File: config.mk
export PLATFORM = sky130hd
export DESIGN_NAME = riscv_muldiv_unit
export DESIGN_NICKNAME = d
export VERILOG_FILES = /design/src/rtl/riscv_muldiv_unit.sv
export SDC_FILE = /design/constraint.sdc
export NUM_CORES = 1
export LEC_CHECK = 0
export BUFFER_PORTS_ARGS = -buffer_cell sky130_fd_sc_hd__clkbuf_2
export CORE_MARGIN = 10
export CORE_UTILIZATION = 25
export CTS_CLUSTER_SIZE = 20
export DETAILED_ROUTE_END_ITERATION = 8
export PLACE_DENSITY = 0.53
export SETUP_SLACK_MARGIN = 0.05
export SYNTH_ARGS = -nofsm -noshare
export SYNTH_HDL_FRONTEND = slang
export SYNTH_SLANG_ARGS = --single-unit
File: constraint.sdc
create_clock -name clk_i -period 4.6 [get_ports clk_i]
set_clock_uncertainty 0.05 [all_clocks]
set_input_delay 1.15 -clock clk_i [delete_from_list [all_inputs] [get_ports clk_i]]
set_output_delay 1.15 -clock clk_i [all_outputs]
set_load 0.01 [all_outputs]
File: src/rtl/riscv_muldiv_unit.sv
// rtl/riscv_muldiv_unit.sv - iterative RV32M multiply/divide unit, one bit per cycle
module riscv_muldiv_unit #(
    parameter int DW   = 32,
    parameter int CNTW = $clog2(DW) + 1
) (
    input  logic          clk_i,
    input  logic          rst_i,
    input  logic          start_i,
    input  logic [2:0]    func3_i,
    input  logic [DW-1:0] op_a_i,
    input  logic [DW-1:0] op_b_i,
    input  logic          flush_i,
    output logic          busy_o,
    output logic          done_o,
    output logic [DW-1:0] result_o
);

    typedef enum logic [1:0] {
        S_IDLE = 2'd0,
        S_BUSY = 2'd1,
        S_DONE = 2'd2
    } state_t;

    localparam logic [DW-1:0] MIN_NEG = {1'b1, {(DW-1){1'b0}}};

    state_t            state_q;
    logic              busy_q;
    logic              done_q;
    logic [DW-1:0]     result_q;
    logic [CNTW-1:0]   cnt_q;
    logic [2:0]        func3_q;
    logic              neg_q;
    // hi_q: upper product half / partial remainder
    // lo_q: lower product half (multiplier bits) / dividend shifting into quotient
    logic [DW-1:0]     hi_q;
    logic [DW-1:0]     lo_q;
    logic [DW-1:0]     mcand_q;

    // Start-time decode of the incoming operation
    logic              a_signed;
    logic              b_signed;
    logic              a_neg;
    logic              b_neg;
    logic [DW-1:0]     mag_a;
    logic [DW-1:0]     mag_b;
    logic              is_div;
    logic              b_zero;
    logic              div_ovf;
    logic              fast;
    logic [DW-1:0]     fast_res;
    logic              start_neg;

    // Iteration datapath and final sign correction
    logic [DW:0]       mul_sum;
    logic [DW:0]       div_shift;
    logic              div_ge;
    logic [DW-1:0]     hi_d;
    logic [DW-1:0]     lo_d;
    logic [2*DW-1:0]   prod;
    logic [2*DW-1:0]   prod_s;
    logic [DW-1:0]     final_res;

    // Decode operand signedness, magnitudes and the no-iteration special cases
    always_comb begin
        is_div    = func3_i[2];
        a_signed  = is_div ? ~func3_i[0] : (func3_i[1:0] != 2'b11);
        b_signed  = is_div ? ~func3_i[0] : ~func3_i[1];
        a_neg     = a_signed & op_a_i[DW-1];
        b_neg     = b_signed & op_b_i[DW-1];
        mag_a     = a_neg ? (~op_a_i + 1'b1) : op_a_i;
        mag_b     = b_neg ? (~op_b_i + 1'b1) : op_b_i;
        b_zero    = (op_b_i == '0);
        div_ovf   = is_div & ~func3_i[0] & (op_a_i == MIN_NEG) & (op_b_i == '1);
        fast      = is_div & (b_zero | div_ovf);
        // remainder takes the dividend's sign; products and quotients use the xor
        start_neg = (is_div & func3_i[1]) ? a_neg : (a_neg ^ b_neg);
        fast_res  = '0;
        if (b_zero) begin
            fast_res = func3_i[1] ? op_a_i : '1;
        end else begin
            fast_res = func3_i[1] ? '0 : op_a_i;
        end
    end

    // One shift-add or restoring-subtract step, plus the result of the final step
    always_comb begin
        mul_sum   = {1'b0, hi_q} + {1'b0, (lo_q[0] ? mcand_q : {DW{1'b0}})};
        div_shift = {hi_q, lo_q[DW-1]};
        div_ge    = (div_shift >= {1'b0, mcand_q});
        hi_d      = hi_q;
        lo_d      = lo_q;
        if (func3_q[2]) begin
            hi_d = div_ge ? (div_shift[DW-1:0] - mcand_q) : div_shift[DW-1:0];
            lo_d = {lo_q[DW-2:0], div_ge};
        end else begin
            hi_d = mul_sum[DW:1];
            lo_d = {mul_sum[0], lo_q[DW-1:1]};
        end
        prod   = {hi_d, lo_d};
        prod_s = neg_q ? (~prod + 1'b1) : prod;
        if (func3_q[2]) begin
            if (func3_q[1]) begin
                final_res = neg_q ? (~hi_d + 1'b1) : hi_d;
            end else begin
                final_res = neg_q ? (~lo_d + 1'b1) : lo_d;
            end
        end else if (func3_q[1:0] == 2'b00) begin
            final_res = prod_s[DW-1:0];
        end else begin
            final_res = prod_s[2*DW-1:DW];
        end
    end

    // Control FSM with registered busy/done/result and the iteration registers
    always_ff @(posedge clk_i or posedge rst_i) begin
        if (rst_i) begin
            state_q  <= S_IDLE;
            busy_q   <= 1'b0;
            done_q   <= 1'b0;
            result_q <= '0;
            cnt_q    <= '0;
            func3_q  <= '0;
            neg_q    <= 1'b0;
            hi_q     <= '0;
            lo_q     <= '0;
            mcand_q  <= '0;
        end else begin
            done_q <= 1'b0;
            if (flush_i) begin
                state_q <= S_IDLE;
                busy_q  <= 1'b0;
                cnt_q   <= '0;
            end else begin
                case (state_q)
                    S_IDLE, S_DONE: begin
                        if (start_i) begin
                            func3_q <= func3_i;
                            neg_q   <= start_neg;
                            cnt_q   <= '0;
                            if (fast) begin
                                state_q  <= S_DONE;
                                busy_q   <= 1'b0;
                                done_q   <= 1'b1;
                                result_q <= fast_res;
                            end else begin
                                state_q <= S_BUSY;
                                busy_q  <= 1'b1;
                                hi_q    <= '0;
                                lo_q    <= is_div ? mag_a : mag_b;
                                mcand_q <= is_div ? mag_b : mag_a;
                            end
                        end else begin
                            state_q <= S_IDLE;
                            busy_q  <= 1'b0;
                        end
                    end
                    S_BUSY: begin
                        hi_q <= hi_d;
                        lo_q <= lo_d;
                        if (cnt_q == CNTW'(DW - 1)) begin
                            state_q  <= S_DONE;
                            busy_q   <= 1'b0;
                            done_q   <= 1'b1;
                            result_q <= final_res;
                            cnt_q    <= '0;
                        end else begin
                            cnt_q <= cnt_q + 1'b1;
                        end
                    end
                    default: begin
                        state_q <= S_IDLE;
                        busy_q  <= 1'b0;
                    end
                endcase
            end
        end
    end

    assign busy_o   = busy_q;
    assign done_o   = done_q;
    assign result_o = result_q;

endmodule
==> results.json <==
{
  "outcome": "complete, but fails checks",
  "violations": "negative setup slack",
  "antenna_found_initial": 6,
  "setup_ws_ps": -76.6,
  "grt_pass1_wl_um": 117000,
  "power.density_nw_per_um2": 710,
  "synth_common_cells": "nand2_1, o21ai_0, a21oi_1, nor2_1, dfrtp_1",
  "initial_core_util": 0.253,
  "via_count": 19219,
  "port_buffers": 104,
  "finalMaxSlewViolations": 0,
  "multiInputGateArea_um2": 12900,
  "grt_max_degree": 128,
  "yosysTopAreaCell": "dfrtp_1",
  "routedWlPerCell_um": 23.4,
  "slowest_stage": "or4_4",
  "slew_headroom": 0.0979,
  "synthFlopType": "dfrtp_1",
  "design_area_um2": 22100,
  "cts.sinks": 141,
  "synth_fp_nets": 2328,
  "crit_type": "reg2reg",
  "syn-mean-instance-area_um2": 7.31,
  "required_ps": 4890,
  "cts_tree": "built",
  "crit_top_cell": "ha_4",
  "die_h_um": 273,
  "period_share": 1.02,
  "fillCellCount": 6631,
  "grtUsageTotal": 0.206,
  "netlist_area_um2": 16000,
  "met1_usage": 0.261,
  "path_max_fanout": 6,
  "fmax_mhz": 214,
  "core_um2": 63200,
  "route.detailed.drc": 0,
  "synthArstFlopShare": 1.00,
  "crit_path_max_incr_delay_ps": 580,
  "hold_buffers": 0,
  "holdWs_ps": 438,
  "place_area_um2": 20000,
  "yosysWarnings": 0,
  "leakage_nw": 9.39,
  "grt_use_met2": 0.327,
  "cts_root_buf": "clkbuf_16",
  "finalCriticalPeriod_ps": 4680,
  "tightest_slew_ps": 1350,
  "antennaDiodeCount": 0,
  "netlist.area_leader.share": 0.221,
  "seq_area_um2": 3530,
  "io_pins": 105,
  "synthCells": 2185,
  "drt_wl_total_um": 80300,
  "synth.area.top_cells": "dfrtp_1, o21ai_0, a21oi_1",
  "synth-seq-cells": 141,
  "setup_violations": 3,
  "htreeDepth": 4,
  "post-synth-top-count-cell": "nand2_1",
  "chipWidth_um": 273,
  "globalplace.congestion": 1.01,
  "synth-edff-count": 0,
  "end_kind": "flop",
  "crit_chain": "ha_4 > buf_6 > nand4_1 > or3_4 > nor3_4 > a21boi_4 > nor2_4 > nand2_2 > a31oi_4 > inv_2 > ha_4 > o21ai_4 > a21oi_2 > mux2_4 > nand3_4 > or4_4 > or2_4 > or4b_4 > o21ai_2 > a2111oi_2 > o31ai_1",
  "area_growth_pct": 38.5,
  "cts-buffers-inserted": 17,
  "ys_seq_area_frac": 0.221,
  "grt_pass1_vias": 18365,
  "nets": 2724,
  "grt-busiest-layer": "met2",
  "yosysUniqueCellTypes": 100,
  "place_hpwl_um": 64000,
  "peakVddDrop_uv": 364,
  "drtPass1Iterations": 5,
  "hold_violations": 0,
  "vias_per_cell": 5.59,
  "dp_slack_ps": -462,
  "ant_nets": 0,
  "critPathLaunchType": "flop",
  "met3_usage": 0.0492,
  "clockBufferDepth": 2,
  "rows": 92,
  "layout-drive-gt1-share": 0.303,
  "clk_pin_slew_ps": 70,
  "dieArea_um2": 74400,
  "maxCapViolations": 0,
  "worst_ep_arrival_time_ps": 4970,
  "hold_class": "reg2reg",
  "insertion_delay_ps": 470,
  "overflow": 0,
  "drtIter0Drc": 1890,
  "rsz0062_at_grt": "yes"
}
[through the flow]
step	cells	TNS (ps)	total power, mW	util
after global placement	3378	-5120	12.6	0.317
after floorplan	2185	0	7.88	-
final	3440	-110	15.7	0.350
after CTS	3417	0	14.5	0.332
after detailed placement	3378	-10180	12.7	0.317
after global routing	3440	-1010	16.6	0.350
[routing by layer]
layer / vias to the layer above / routed length (µm)
li1: 8836 / -
met3: 169 / 6380
met1: 9359 / 33700
met4: 4 / 3790
met5: - / 28
met2: 851 / 36500
[what timing repair did]
action / CTS / global route
gates cloned: 0 / 1
resized for setup: 57 / 197
setup endpoints to repair: 24 / 29
pin swaps: 6 / 91
setup buffers: 7 / 23
hold endpoints to repair: 0 / 0
[critical path, delay by kind of cell (launching register included)]
| family | cells | cell delay (ps) |
|---|---|---|
| and+or+nand+nor | 9 | 2140 |
| adders and majority gates | 2 | 460 |
| muxes | 1 | 180 |
| AOI/OAI and AO/OA | 7 | 1070 |
| buffers and inverters | 2 | 200 |
| DFF | 1 | 430 |
[flip-flops by register name, indices dropped and copies added (netlist names)]
name / cells
busy_o: 1
cnt_q: 6
done_o: 1
func3_q: 3
hi_q: 32
lo_q: 32
mcand_q: 32
neg_q: 1
result_o: 32
state_q: 1
[report_power, final]
group | switching, mW | internal (mW) | leakage (nW)
logic | 6.95 | 5.13 | 7.31
clock network | 0.680 | 0.840 | 0.296
registers | 0.437 | 1.67 | 1.79
[logic make-up (layout without fill, tap and decap cells)]
group / count (synthesis) / after routing / synth area share
XOR/XNOR: 158 / 158 / 0.0867
flip-flops: 141 / 141 / 0.221
AND/OR/NAND/NOR: 777 / 777 / 0.235
multiplexers: 54 / 54 / 0.0353
buffers and inverters: 203 / 612 / 0.0500
AO/OA/AOI/OAI: 780 / 780 / 0.315
adder cells (fa/ha/maj): 72 / 72 / 0.0574
[worst paths after layout]
kind	start	cells past startpoint	endpoint	slack [ps]
max in group asynchronous	rst_i	3	result_o[17]$_DFFE_PP0P_	2900
worst min-delay path	result_o[11]$_DFFE_PP0P_	2	result_o[11]$_DFFE_PP0P_	440
worst min register to register	result_o[11]$_DFFE_PP0P_	2	result_o[11]$_DFFE_PP0P_	440
min in group asynchronous	rst_i	2	hi_q[4]$_DFFE_PP0P_	660
worst max register to register	hi_q[19]$_DFFE_PP0P_	21	result_o[18]$_DFFE_PP0P_	-80
worst max-delay path	hi_q[19]$_DFFE_PP0P_	21	result_o[18]$_DFFE_PP0P_	-80
[layout make-up]
type / instances / share of cell area
Inverter: 71 / 0.0122
Clock inverter: 13 / 0.00701
Multi-Input combinational cell: 1841 / 0.585
Clock buffer: 19 / 0.0205
Sequential cell: 141 / 0.160
Timing Repair Buffer: 509 / 0.168
Tap cell: 846 / 0.0479
[cells in the final DEF (no fill, tap or decap), types with 21 or more instances in the layout]
cell      Yosys  routed
buf_4         1     383
nand2_1     273     265
o21ai_0     228     205
a21oi_1     212     181
nor2_1      184     178
dfrtp_1     141     139
clkbuf_2      1     103
xnor2_1      81      77
xor2_1       77      75
inv_1        70      62
nor3_1       51      44
mux2i_1      44      43
nand3_1      47      42
a21o_1       40      39
and2_1       38      37
ha_1         70      35
ha_4          0      29
nand4_1      28      28
a21oi_2       4      28
o221ai_1     28      28
o21ai_1      15      26
a211oi_1     32      26
or3_1        26      25
a31oi_1      31      24
o31ai_1      24      21
Note: power is estimated with default switching activity, not from simulation.
